**src/rtl/key_entry_ctrl.sv**
```systemverilog
//------------------------------------------------------------------------------
// Module      : key_entry_ctrl
// Description : Debounces keypad scanner strobes and turns them into BCD digit
//               entry, operator events with a latched operand, and clear.
// Revision    : 1.0 - initial release
//------------------------------------------------------------------------------
`timescale 1ns/1ps
`default_nettype none

module key_entry_ctrl #(
  parameter int DIGITS          = 4,
  parameter int DEBOUNCE_CYCLES = 16
) (
  input  logic                         CLK,
  input  logic                         RESET,
  input  logic                         KeyRead,
  input  logic [3:0]                   BCDKey,
  input  logic                         accept_en,
  output logic [4*DIGITS-1:0]          entry,
  output logic [$clog2(DIGITS+1)-1:0]  digit_count,
  output logic                         key_valid,
  output logic                         op_valid,
  output logic [2:0]                   op_code,
  output logic [4*DIGITS-1:0]          op_operand,
  output logic                         clear_pulse,
  output logic                         overflow
);

  localparam int c_CNT_W = $clog2(DEBOUNCE_CYCLES);
  localparam int c_DC_W  = $clog2(DIGITS+1);
  localparam logic [c_CNT_W-1:0] c_CNT_TERM = c_CNT_W'(DEBOUNCE_CYCLES-1);
  localparam logic [c_DC_W-1:0]  c_DC_FULL  = c_DC_W'(DIGITS);

  typedef enum logic [1:0] {
    S_IDLE     = 2'd0,
    S_DB_PRESS = 2'd1,
    S_HELD     = 2'd2,
    S_DB_REL   = 2'd3
  } state_t;

  state_t               r_state, w_state_nxt;
  logic [c_CNT_W-1:0]   r_cnt, w_cnt_nxt;
  logic [3:0]           r_key_cap, w_key_cap_nxt;
  logic                 w_accept;
  logic                 r_kr_meta, r_kr_s;
  logic [3:0]           r_code_meta, r_code_s;
  logic [4*DIGITS-1:0]  w_entry_shift;

  always_ff @(posedge CLK or negedge RESET) begin
    if (!RESET) begin
      r_kr_meta   <= 1'b0;
      r_kr_s      <= 1'b0;
      r_code_meta <= 4'd0;
      r_code_s    <= 4'd0;
    end else begin
      r_kr_meta   <= KeyRead;
      r_kr_s      <= r_kr_meta;
      r_code_meta <= BCDKey;
      r_code_s    <= r_code_meta;
    end
  end

  // Starting in DB_REL means a key already down at reset must be released first.
  always_ff @(posedge CLK or negedge RESET) begin
    if (!RESET) begin
      r_state   <= S_DB_REL;
      r_cnt     <= '0;
      r_key_cap <= 4'd0;
    end else begin
      r_state   <= w_state_nxt;
      r_cnt     <= w_cnt_nxt;
      r_key_cap <= w_key_cap_nxt;
    end
  end

  always_comb begin
    w_state_nxt   = r_state;
    w_cnt_nxt     = r_cnt;
    w_key_cap_nxt = r_key_cap;
    w_accept      = 1'b0;
    case (r_state)
      S_IDLE: begin
        if (r_kr_s && accept_en) begin
          w_key_cap_nxt = r_code_s;
          w_cnt_nxt     = '0;
          w_state_nxt   = S_DB_PRESS;
        end
      end
      S_DB_PRESS: begin
        if (!r_kr_s || (r_code_s != r_key_cap)) begin
          w_cnt_nxt   = '0;
          w_state_nxt = S_IDLE;
        end else if (r_cnt == c_CNT_TERM) begin
          w_accept    = 1'b1;
          w_state_nxt = S_HELD;
        end else begin
          w_cnt_nxt = r_cnt + 1'b1;
        end
      end
      S_HELD: begin
        if (!r_kr_s) begin
          w_cnt_nxt   = '0;
          w_state_nxt = S_DB_REL;
        end
      end
      S_DB_REL: begin
        if (r_kr_s) begin
          w_state_nxt = S_HELD;
        end else if (r_cnt == c_CNT_TERM) begin
          w_state_nxt = S_IDLE;
        end else begin
          w_cnt_nxt = r_cnt + 1'b1;
        end
      end
      default: w_state_nxt = S_IDLE;
    endcase
  end

  generate
    if (DIGITS > 1) begin : g_shift_multi
      assign w_entry_shift = {entry[4*DIGITS-5:0], r_key_cap};
    end else begin : g_shift_single
      assign w_entry_shift = r_key_cap;
    end
  endgenerate

  always_ff @(posedge CLK or negedge RESET) begin
    if (!RESET) begin
      entry       <= '0;
      digit_count <= '0;
      key_valid   <= 1'b0;
      op_valid    <= 1'b0;
      op_code     <= 3'd0;
      op_operand  <= '0;
      clear_pulse <= 1'b0;
      overflow    <= 1'b0;
    end else begin
      key_valid   <= 1'b0;
      op_valid    <= 1'b0;
      clear_pulse <= 1'b0;
      if (w_accept) begin
        key_valid <= 1'b1;
        if (r_key_cap <= 4'd9) begin
          if (digit_count == c_DC_FULL) begin
            overflow <= 1'b1;
          end else if (!((r_key_cap == 4'd0) && (digit_count == '0))) begin
            entry       <= w_entry_shift;
            digit_count <= digit_count + 1'b1;
          end
        end else if (r_key_cap == 4'd15) begin
          clear_pulse <= 1'b1;
          entry       <= '0;
          digit_count <= '0;
          overflow    <= 1'b0;
        end else begin
          // Keys 10..14 have low bits 2..6, so subtracting 2 mod 8 yields 0..4.
          op_valid    <= 1'b1;
          op_code     <= r_key_cap[2:0] - 3'd2;
          op_operand  <= entry;
          entry       <= '0;
          digit_count <= '0;
          overflow    <= 1'b0;
        end
      end
    end
  end

endmodule

`default_nettype wire
```
**config.mk**
```make
export PLATFORM = sky130hd
export DESIGN_NAME = key_entry_ctrl
export DESIGN_NICKNAME = d
export VERILOG_FILES = /design/src/rtl/key_entry_ctrl.sv
export SDC_FILE = /design/constraint.sdc
export NUM_CORES = 1
export LEC_CHECK = 0
export ABC_AREA = 1
export ABC_CLOCK_PERIOD_IN_PS = 1900
export CAP_MARGIN = 25
export CORE_MARGIN = 2
export CORE_UTILIZATION = 45
export DETAILED_ROUTE_END_ITERATION = 6
export GPL_TIMING_DRIVEN = 0
export PLACE_DENSITY = 0.7
export SLEW_MARGIN = 20
export SYNTH_ARGS = -nofsm -noshare
export SYNTH_HDL_FRONTEND = slang
export SYNTH_SLANG_ARGS = --single-unit
export TNS_END_PERCENT = 20
```
**constraint.sdc**
```tcl
create_clock -name CLK -period 1.9 [get_ports CLK]
set_input_delay 0.38 -clock CLK [delete_from_list [all_inputs] [get_ports CLK]]
set_output_delay 0.38 -clock CLK [all_outputs]
set_load 0.005 [all_outputs]
```
==> metrics.txt, run 1 <==
Synth Warn # 0; DPL Wire Length 3.93 mm; fin crit share 89.8%; CTS tree yes; DP Area 0.00336 sq mm; Int Pwr 2.54 mW; first-pass GRT wire length 9.40 mm; top fanout value on the critical path 10; Antenna Nets Post-Route 0; syn_nets 327; Logic pwr share 19.8%; Initial Utilization 46.6%; worst hold path type flop to flop; total CTS buffers 9; H-Tree Depth 3; RSZ-0062 raised after global routing true; Setup-failing EPs final 0; PD cells 1000 mW/mm^2; fraction of final layout cells sized beyond drive strength 1 11.0%; final instance area 0.00363 sq mm; CTS clk-pin slew, worst paths 0.07 ns; Register Area 0.00155 sq mm; Clock Power Share 38.9%; Core Rows 28; Buf/Inv on CP 1; CP cell instances nand3_1 > nor2_1 > nand3_2 > nor2_8 > nand2_4 > buf_6 > nand2_1 > nand2_1; Via Count 2208; die area 0.00678 sq mm; slowest stage delay, CP 0.56 ns; drt drc 0; share of power burned in registers 41.4%; Startpoint Class flop; clk sinks 62; final hold violation count 0; root buffer cell clkbuf_8; Setup TNS 0 ns; Mean Syn Cell Area 8.74 sq um; Die Span Y 82.3 microns; Worst Tran Pin Value 0.434 ns; #FFs+latches synth 62; critical path arrival 1.94 ns; most common cell after layout, fill and taps aside nand2_1; status completed; vias in the first global route 2027; Seq/Total Area, Yosys 56.3%; WS Path Type flop to flop; Crit-path slowest cell dfstp_2; gr ovfl total 0; critical path capture point type flop; final worst path period need 1.71 ns; Post-Route WL 5.50 mm; Synth cell types 28; Yosys top cell area share 54.4%; pin count of the biggest net entering global routing 40; WP data required 2.13 ns; multi-input logic area 0.00104 sq mm; clk_skew 0.00559 ns; worst-skew pair later-pin latency 0.34 ns; Sw Pwr 1.08 mW; Max-cap violations 0; largest delay contributor family on the critical path simple AND/OR/NAND/NOR gates; CP dominant cell by count nand2_1; Die X 82.3 microns; VDD IR-drop max 0.000624 V; Via density 4.82; DRT iter0 DRCs 89; Post-Syn Area 0.00276 sq mm; Max Fclk 586 MHz; max_slew headroom 71.0%; initial antenna violation count 0; top cells by area, synth dfrtp_1 (54%), nand2_1 (17%), nand3_1 (6.0%); area delta synth->final 31.4%; Final #Nets 389; commonest cells after routing, fill and taps aside nand2_1 (127), dfrtp_1 (60), clkdlybuf4s50_1 (48); Synth area leader dfrtp_1; port buffer count 49; Core Region 0.00592 sq mm; # diodes 0; Max Slew Vio Count 0; gr usage total 18.7%; Leak 1.88 nW; final hold slack 0.346 ns; CTS Buffer Depth 2; Switching Share 29.8%; fillers 530; I/O pin cnt 50; gpl congestion 0.817; Pre-antenna DRT Iters 4; Mapped Cells 316; Routed WL per cell 12.0 microns
-- metrics by stage --
stage | utilization (%) | power [mW] | cells | worst slack (ns)
final | 61.3 | 3.63 | 458 | 0.194
after global routing | 61.3 | 3.84 | 458 | -0.00248
after CTS | 61.2 | 3.66 | 458 | 0.176
after detailed placement | 56.8 | 2.24 | 441 | 0.0759
after global placement | 56.5 | 2.22 | 440 | -1.58
after floorplan | - | 2.04 | 316 | 0.371
-- metal layers --
| metal | vias up | part of all wire [%] | GRT usage, % | wire length (microns) |
|---|---|---|---|---|
| met5 | - | 0 | 0 | 0 |
| met4 | 0 | 1.8 | 10.0 | 101 |
| met3 | 9 | 4.5 | 3.80 | 245 |
| met2 | 51 | 45 | 27.3 | 2480 |
| met1 | 1023 | 49 | 26.1 | 2670 |
| li1 | 1125 | - | - | - |
-- cell families (layout without fill, tap and decap cells) --
family / count (synthesis) / after routing / share of synthesized area, %
fa+ha+maj: 3 / 3 / 1.36
xor+xnor: 3 / 3 / 0.952
simple gates: 202 / 202 / 33.3
flops: 62 / 62 / 56.3
compound gates: 11 / 11 / 2.08
buf+inv: 35 / 102 / 5.98
-- cell usage after synthesis (all sizes together) --
cell type and n:
nand2 129, dfrtp 60, nand3 34, inv 25
nor2 19, nand3b 13, buf 9, o21ai 7
a21oi 3, ha 3, nor3 3, dfstp 2
or2 2, xnor2 2, clkbuf 1, nand4 1
nor3b 1, o31ai 1, xor2 1
-- timing repair --
item                                    CTS  global route
endpoints found under the hold margin    21             0
buffers inserted                          0             0
resized for setup                         0             1
hold buffers                              1             0
endpoints found under the setup margin    0             3
-- flip-flops by register name, summed over array words and instances (netlist names), 2 cells and up --
signal,cells
digit_count,3
entry,16
op_code,3
op_operand,16
r_cnt,4
r_code_meta,4
r_code_s,4
r_key_cap,4
r_state,2
-- area by class of cell --
class | count | share of cell area, %
inverters | 25 | 2.59
plain buffers | 10 | 2.03
multi-input cells | 219 | 28.7
well taps | 75 | 2.59
repair buffers | 51 | 14.3
clock inverters | 2 | 1.66
flip-flops and latches | 62 | 42.8
clock buffers | 14 | 5.31
-- power by group through the flow --
stage	Combinational, mW	Clock (mW)	Sequential (mW)
floorplan	0.532	0	1.50
global placement	0.699	0	1.52
detailed placement	0.719	0	1.52
CTS	0.721	1.44	1.50
global route	0.827	1.49	1.52
finish	0.717	1.41	1.50
-- worst paths after layout --
kind	start	endpoint	slack, ns	cells past startpoint
max in group asynchronous	RESET	digit_count[1]	0.92	3
setup / recovery	r_state[0]	op_code[1]	0.19	8
min in group asynchronous	RESET	r_kr_meta	0.48	2
hold / removal	r_code_meta[2]	r_code_s[2]	0.35	0
hold reg to reg	r_code_meta[2]	r_code_s[2]	0.35	0
setup reg to reg	r_state[0]	op_code[1]	0.19	8
(Power assumes the default switching activity.)
==> inputs of run 2 (changes only) <==
- GPL_ROUTABILITY_DRIVEN: not set -> 0
==> results of run 2 <==
Final layout, timing and power as in run 1 (identical DEF).
